### src/rtl/sat_accumulator.sv
// Signed 16-bit saturating burst accumulator with sticky overflow, zero and negative flags.
// Optional feature macro: SAT_ACC_ABORT_EN adds an `abort` input that discards the current burst.
module sat_accumulator (
    input  logic        clk,
    input  logic        rst,
    input  logic        start,
    input  logic [4:0]  len,
    output logic        busy,
    input  logic [15:0] in_data,
    input  logic        in_valid,
    output logic        in_ready,
    output logic [15:0] out_data,
    output logic        out_ovf,
    output logic        out_zero,
    output logic        out_neg,
    output logic        out_valid,
`ifdef SAT_ACC_ABORT_EN
    input  logic        abort,
`endif
    input  logic        out_ready
);

    localparam int DATA_W = 16;

    typedef enum logic [1:0] {
        IDLE = 2'd0,
        ACC  = 2'd1,
        DONE = 2'd2
    } state_t;

    state_t                     state;
    state_t                     state_next;
    logic signed [DATA_W-1:0]   acc;
    logic [4:0]                 cnt;
    logic                       sov;
    logic                       abort_hit;
    logic                       accept;
    logic [DATA_W:0]            add_res;

    // Returns {ovf, saturated sum}; ovf is carry-in XOR carry-out of the sign bit.
    function automatic logic [DATA_W:0] sat_add(input logic signed [DATA_W-1:0] a,
                                                input logic signed [DATA_W-1:0] b);
        logic [DATA_W-1:0] raw;
        logic              c_out;
        logic              c_in;
        logic [DATA_W-1:0] res;
        {c_out, raw} = {1'b0, a} + {1'b0, b};
        c_in = raw[DATA_W-1] ^ a[DATA_W-1] ^ b[DATA_W-1];
        if (!a[DATA_W-1] && !b[DATA_W-1] && raw[DATA_W-1])
            res = 16'h7FFF;
        else if (a[DATA_W-1] && b[DATA_W-1] && !raw[DATA_W-1])
            res = 16'h8000;
        else
            res = raw;
        return {c_in ^ c_out, res};
    endfunction

    function automatic logic [4:0] clamp_len(input logic [4:0] l);
        return (l > 5'd16) ? 5'd16 : l;
    endfunction

`ifdef SAT_ACC_ABORT_EN
    assign abort_hit = abort && (state != IDLE);
`else
    assign abort_hit = 1'b0;
`endif

    assign accept  = (state == ACC) && in_valid;
    assign add_res = sat_add(acc, in_data);

    always_ff @(posedge clk) begin
        if (rst)
            state <= IDLE;
        else
            state <= state_next;
    end

    always_comb begin
        state_next = state;
        case (state)
            IDLE: if (start) state_next = (len == 5'd0) ? DONE : ACC;
            ACC:  if (accept && cnt == 5'd1) state_next = DONE;
            DONE: if (out_ready) state_next = IDLE;
            default: state_next = IDLE;
        endcase
        if (abort_hit)
            state_next = IDLE;
    end

    always_ff @(posedge clk) begin
        if (rst || abort_hit) begin
            acc <= '0;
            cnt <= '0;
            sov <= 1'b0;
        end else if (state == IDLE && start) begin
            acc <= '0;
            cnt <= clamp_len(len);
            sov <= 1'b0;
        end else if (accept) begin
            acc <= add_res[DATA_W-1:0];
            cnt <= cnt - 5'd1;
            sov <= sov | add_res[DATA_W];
        end
    end

    // Result outputs are forced to zero outside DONE so downstream never sees a partial sum.
    always_comb begin
        busy      = (state != IDLE);
        in_ready  = (state == ACC);
        out_valid = (state == DONE);
        out_data  = '0;
        out_ovf   = 1'b0;
        out_zero  = 1'b0;
        out_neg   = 1'b0;
        if (state == DONE) begin
            out_data = acc;
            out_ovf  = sov;
            out_zero = (acc == '0);
            out_neg  = acc[DATA_W-1];
        end
    end

endmodule

### config.mk
export PLATFORM = sky130hd
export DESIGN_NAME = sat_accumulator
export DESIGN_NICKNAME = d
export VERILOG_FILES = /design/src/rtl/sat_accumulator.sv
export SDC_FILE = /design/constraint.sdc
export NUM_CORES = 1
export LEC_CHECK = 0
export BUFFER_PORTS_ARGS = -buffer_cell sky130_fd_sc_hd__buf_2
export CAP_MARGIN = 40
export CORE_ASPECT_RATIO = 0.5
export CORE_MARGIN = 2
export CORE_UTILIZATION = 55
export DETAILED_ROUTE_END_ITERATION = 10
export GPL_TIMING_DRIVEN = 0
export PLACE_DENSITY = 0.82
export REMOVE_ABC_BUFFERS = 1
export SLEW_MARGIN = 20
export SYNTH_ARGS = -nofsm -noshare
export SYNTH_HDL_FRONTEND = slang
export SYNTH_SLANG_ARGS = --single-unit
### constraint.sdc
create_clock -name clk -period 5.5 [get_ports clk]
set_input_delay 0.275 -clock clk [delete_from_list [all_inputs] [get_ports clk]]
set_output_delay 0.275 -clock clk [all_outputs]
set_load 0.02 [all_outputs]
Word-level counts from Yosys, hierarchy flattened:

Index checks and enable logic that the tools add are counted.
W data, S select, Z words.

* add/subtract/negate cells: 2
* magnitude comparators: 1
* equality and inequality tests: 6
* muxes and demuxes: 14
* bitwise operators: 4
* reductions and logical operators: 17

Operator list (count)
* $mux W16: 3
* $add A16 B16 Y17: 1
* $logic_not A16 Y1: 1
* $mux W5: 3
* $mux W2: 4
* $logic_and A1 B1 Y1: 7
* $pmux W2 S3: 1
* $eq A5 B1 Y1 const B: 1
* $gt A5 B5 Y1 const B: 1
* $logic_not A5 Y1: 1
* $sub A5 B1 Y5 const B: 1
* $ne A2 B1 Y1 const B: 2
* $reduce_bool A2 Y1: 2
* $logic_not A1 Y1: 3
* $mux W1: 3
* $reduce_and A3 Y1: 1
* $xor A1 B1 Y1: 3
* $eq A2 B1 Y1 const B: 1
* $eq A2 B2 Y1 const B: 1
* $logic_not A2 Y1: 1
* $ne A2 B2 Y1 const B: 1
* $reduce_or A2 Y1: 1
* $or A1 B1 Y1: 1

* register bits: 24
* input bits: 26
* output and inout port bits: 22
* logic and storage cells: 48

Longest topological paths before layout:

* depth after elaboration: 5
* depth in mapped cells: 14
* mapped depth without buffers: 12

Worst setup path before layout:

Ideal clock, no wire load.

* kind: reg2reg
* from: register acc[2]
* to: register acc[13]
* library setup time: 62 ps
* arrival time: 3191 ps
* required time: 5438 ps
* path slack: 2247 ps
* cell stages (with the launch flop): 13
* buffers on the path: 0
* clock period less this slack: 3253 ps
* cell sequence: dfxtp_1 ha_1 o211ai_1 o21a_1 a211oi_1 nor2_1 o31a_1 fa_1 nand2_1 nor3b_1 nand2_1 or3_1 nand3_1

* word-level cells in the longest chain between the ends: 5
* elaborated cells between the ends (all ways): 6
* classes of those cells: add/sub: 1; mux: 2; reduce/logical: 3

Ends and longest elaborated chain
* start, declared: line 33 `logic signed [DATA_W-1:0] acc;`
* start signal, assigned: line 100 `acc <= add_res[DATA_W-1:0];`
* $add A16 B16 Y17 *: line 47 `{c_out, raw} = {1'b0, a} + {1'b0, b};`
* $logic_not A1 Y1: line 51 `else if (a[DATA_W-1] && b[DATA_W-1] && !raw[DATA_W-1])`
* $logic_and A1 B1 Y1: line 51
* $mux W16: line 51
* $mux W16 *: line 49 `if (!a[DATA_W-1] && !b[DATA_W-1] && raw[DATA_W-1])`

Mark *: on every way between the ends. The rest lies on a longest branch, timed or not.
A chain may end at the register's enable or synchronous reset.

Worst setup path after layout:

Ends and elaborated chain as after synthesis.

==> flow_results.xml <==
<?xml version="1.0" encoding="UTF-8"?>
<metrics>
  <group name="placement">
    <metric name="numPlacedInstances" unit="">361</metric>
    <metric name="routabilityCongestion" unit="">0.887</metric>
    <metric name="hpwlAfterDp" unit="mm">3.98</metric>
    <metric name="port_buffers" unit="">47</metric>
  </group>
  <group name="sta">
    <metric name="maximum_achievable_frequency" unit="MHz">234</metric>
    <metric name="timing.final.setup_violations" unit="">0</metric>
    <metric name="worst_clock_skew" unit="ps">5.39</metric>
    <metric name="slew_headroom" unit="%">47.7</metric>
    <metric name="finalSetupTns" unit="ps">0</metric>
    <metric name="final_hold_viol_count" unit="">0</metric>
    <metric name="final_min_period_over_clock_period" unit="%">77.5</metric>
    <metric name="period_needed" unit="ps">4270</metric>
    <metric name="timing_max_transition_violations_final" unit="">0</metric>
    <metric name="worstMarginPinSlew" unit="ps">785</metric>
    <metric name="rsz0062_at_grt" unit="">false</metric>
  </group>
  <group name="cts">
    <metric name="cts_resized" unit="">0</metric>
    <metric name="clkSinkCount" unit="">24</metric>
    <metric name="root_buffer" unit="">clkbuf_8</metric>
    <metric name="insertion_delay" unit="ps">280</metric>
    <metric name="clk_pin_slew_worst_paths" unit="ps">90</metric>
    <metric name="holdBufCountCts" unit="">0</metric>
    <metric name="tritoncts" unit="">built</metric>
    <metric name="cts_setup_buffers" unit="">0</metric>
    <metric name="clock_tree.htree_level_count" unit="">1</metric>
    <metric name="maximum_buffer_depth_of_the_clock_tree" unit="">2</metric>
    <metric name="clock_buffer_count_from_cts" unit="">3</metric>
  </group>
  <group name="layout">
    <metric name="share_of_layout_cells_above_drive_strength_1" unit="%">17.9</metric>
    <metric name="antenna_cells_inserted" unit="">0</metric>
    <metric name="layoutNonFillerInstCount" unit="">364</metric>
    <metric name="synthesis_to_finish_area_growth" unit="%">12.9</metric>
    <metric name="layout.nets" unit="">362</metric>
  </group>
  <group name="logic_synthesis">
    <metric name="synthArstFlopShare" unit="%">0</metric>
    <metric name="synth_area_leaders" unit="">dfxtp_1, ha_1, a21oi_1</metric>
    <metric name="synth_seq_cells" unit="">24</metric>
    <metric name="yosys.area.top_type" unit="">dfxtp_1</metric>
    <metric name="synth-edff-count" unit="">0</metric>
    <metric name="synth_sequential_area_ratio" unit="%">23.1</metric>
    <metric name="synth_warnings" unit="">0</metric>
    <metric name="mappedNetlistArea" unit="sq um">2080</metric>
    <metric name="synth_top_area_share" unit="%">23.1</metric>
    <metric name="postSynth.topFlopCell" unit="">dfxtp_1</metric>
    <metric name="syn_area_per_cell" unit="sq um">7.55</metric>
    <metric name="netlist_instances" unit="">276</metric>
    <metric name="synth_cell_types" unit="">50</metric>
  </group>
  <group name="power_and_ir_drop">
    <metric name="power.density" unit="nW/um^2">187</metric>
    <metric name="vdd.ir_drop.worst" unit="mV">0.123</metric>
    <metric name="leakagePower" unit="nW">1.07</metric>
  </group>
  <group name="drt">
    <metric name="wirelength" unit="mm">5.23</metric>
    <metric name="antenna_left" unit="">0</metric>
    <metric name="first_pass_iters" unit="">5</metric>
    <metric name="drt-vias-per-instance" unit="">6.02</metric>
    <metric name="drcViolationCount" unit="">0</metric>
    <metric name="routed_wire_length_per_instance" unit="um">14.4</metric>
    <metric name="initialDrtViolationCount" unit="">165</metric>
    <metric name="vias" unit="">2193</metric>
  </group>
  <group name="floorplan">
    <metric name="standard_cell_core_area" unit="sq um">3530</metric>
    <metric name="num_io_pins" unit="">48</metric>
    <metric name="die-width" unit="um">91.0</metric>
    <metric name="floorplan.initialDensity" unit="%">59.0</metric>
    <metric name="die_height" unit="um">47.5</metric>
    <metric name="rows" unit="">15</metric>
    <metric name="design.die.area" unit="sq um">4330</metric>
  </group>
  <group name="setup_path">
    <metric name="setup.worst_path.start_class" unit="">flop</metric>
    <metric name="crit_path_top_delay_cell" unit="">nor3b_1</metric>
    <metric name="r2r_start" unit="">acc[2]</metric>
    <metric name="regToRegSetupSlack" unit="ps">1230</metric>
    <metric name="crit_type" unit="">flop to flop</metric>
    <metric name="crit_start" unit="">acc[2]</metric>
    <metric name="timing.critical_path.to" unit="">acc[13]</metric>
    <metric name="crit_arrival" unit="ps">4480</metric>
    <metric name="critical_path_required" unit="ps">5720</metric>
    <metric name="timing.critical_path.slowest_cell_delay" unit="ps">690</metric>
    <metric name="worstPathCellList" unit="">ha_1 &gt; o211ai_1 &gt; o21a_1 &gt; a211oi_1 &gt; nor2_1 &gt; o31a_1 &gt; fa_1 &gt; nand2_1 &gt; nor3b_1 &gt; nand2_1 &gt; or3_1 &gt; nand3_1</metric>
    <metric name="timing.reg2reg.worst_path_depth" unit="">12</metric>
    <metric name="maximum_fanout_count_along_the_critical_path" unit="">12</metric>
    <metric name="critical_path.most_common_cell" unit="">nand2_1</metric>
    <metric name="rr_endpoint" unit="">acc[13]</metric>
    <metric name="cp-end-kind" unit="">flop</metric>
  </group>
  <group name="grt">
    <metric name="grt_max_degree" unit="">21</metric>
    <metric name="grt_pass1_wl" unit="mm">8.57</metric>
    <metric name="overflow" unit="">0</metric>
    <metric name="antenna_found_initial" unit="">0</metric>
    <metric name="grt_usage" unit="%">24.8</metric>
    <metric name="via_count_of_the_first_global_routing_pass" unit="">1893</metric>
  </group>
  <group name="min_path">
    <metric name="holdCritPathClass" unit="">input pin to flop</metric>
  </group>
  <group name="flow_run">
    <metric name="max_cap_violations" unit="">0</metric>
  </group>
  <group name="outcome">
    <metric name="status" unit="">completed</metric>
  </group>
</metrics>
[state kept, by name, summed over array words and instances, names as in the netlist]
| signal | flops |
|---|---|
| acc | 16 |
| cnt | 5 |
| state | 2 |
| sov | 1 |
[cells in the mapped netlist (3+ instances only)]
library cell and n:
ha_1 19, nand2_1 25, nor2_1 19, a21oi_1 35
inv_1 9, a31oi_1 3, dfxtp_1 24, nand3_1 7
nor3_1 12, o21a_1 7, o21ai_0 15, nand2b_1 3
a211oi_1 5, nor3b_1 3, nand4_1 3, a31o_2 3
clkbuf_1 9, nor4_1 4, o211ai_1 5, and2_1 17
a21o_1 4, xnor2_1 5, or3_1 6
[power breakdown]
group	internal [W]	switching [W]
sequential	0.000184	0.0000116
combinational	0.0000562	0.0000787
clock	0.0000493	0.0000601
total	0.000290	0.000150
[kinds of logic after synthesis]
family | Yosys count | synth area share [%]
flops | 24 | 23.1
simple gates | 110 | 27.5
fa+ha+maj | 21 | 13.3
buf+inv | 22 | 5.04
mux | 1 | 0.480
xor+xnor | 7 | 2.94
compound gates | 91 | 27.6
[cells in the final DEF, fill, tap and decap left out, types with 2 or more instances in the layout]
| cell type | netlist | final |
|---|---|---|
| xnor2_1 | 5 | 5 |
| nand2b_1 | 3 | 3 |
| nor3_1 | 12 | 12 |
| and2_1 | 17 | 17 |
| a221oi_1 | 2 | 2 |
| clkbuf_8 | 1 | 3 |
| o211ai_1 | 5 | 5 |
| nor3b_1 | 3 | 3 |
| buf_2 | 0 | 47 |
| inv_1 | 9 | 9 |
| a31oi_1 | 3 | 3 |
| o21ai_0 | 15 | 15 |
| ha_1 | 19 | 19 |
| fa_1 | 2 | 2 |
| nand2_1 | 25 | 25 |
| a31o_2 | 3 | 3 |
| a21boi_0 | 2 | 2 |
| o21a_1 | 7 | 7 |
| a21o_1 | 4 | 4 |
| or3_1 | 6 | 6 |
| a21oi_1 | 35 | 35 |
| nor2b_1 | 2 | 2 |
| xor2_1 | 2 | 2 |
| nor2_1 | 19 | 19 |
| a211oi_1 | 5 | 5 |
| dfxtp_1 | 24 | 24 |
| a211o_1 | 2 | 2 |
| nand3_1 | 7 | 7 |
| nand3b_1 | 2 | 2 |
| nor4_1 | 4 | 4 |
| nand4_1 | 3 | 3 |
[through the flow]
stage | utilization, % | setup WS, ps | hold WS (ps) | total power (W) | area [sq um]
2_1_floorplan | - | 2070 | 344 | 0.000294 | 2010
3_3_place_gp | 65.5 | 1360 | 438 | 0.000328 | 2310
3_5_place_dp | 65.5 | 1300 | 483 | 0.000333 | 2310
4_1_cts | 66.7 | 1300 | 280 | 0.000440 | 2350
5_1_grt | 66.7 | 975 | 294 | 0.000466 | 2350
6_report | 66.7 | 1230 | 272 | 0.000440 | 2350
[per-layer routing]
layer / track usage, % / vias to the layer above / share of wire, %
li1: - / 1087 / -
met1: 32.4 / 1025 / 46
met2: 45.0 / 73 / 46
met3: 4.25 / 8 / 6.6
met4: 5.76 / 0 / 1.2
met5: 0 / - / 0
[worst max-delay path: cells and delay by family (launching register included)]
kind                     cells  cell delay, ps
adder cells (fa/ha/maj)      2             860
AO/OA/AOI/OAI                4            1330
AND/OR/NAND/NOR              6            1680
flip-flops                   1             350
[how the worst min path moves through the flow]
stage | startpoint | endpoint | slack, ps | depth (start not counted)
after floorplan | rst | cnt[0] | 340 | 1
after global placement | sov | sov | 440 | 1
after detailed placement | cnt[4] | cnt[4] | 480 | 2
after CTS | len[1] | cnt[1] | 280 | 3
after global routing | len[1] | cnt[1] | 290 | 3
final | len[1] | cnt[1] | 270 | 3
[layout make-up]
cell class              count  area, sq um
fillers                   348         1180
multi-input cells         230         1500
inverters                   9         33.8
repair buffers             47          235
flip-flops and latches     24          480
clock buffers               3         41.3
well taps                  51         63.8
Note: power is estimated with default switching activity, not from simulation.
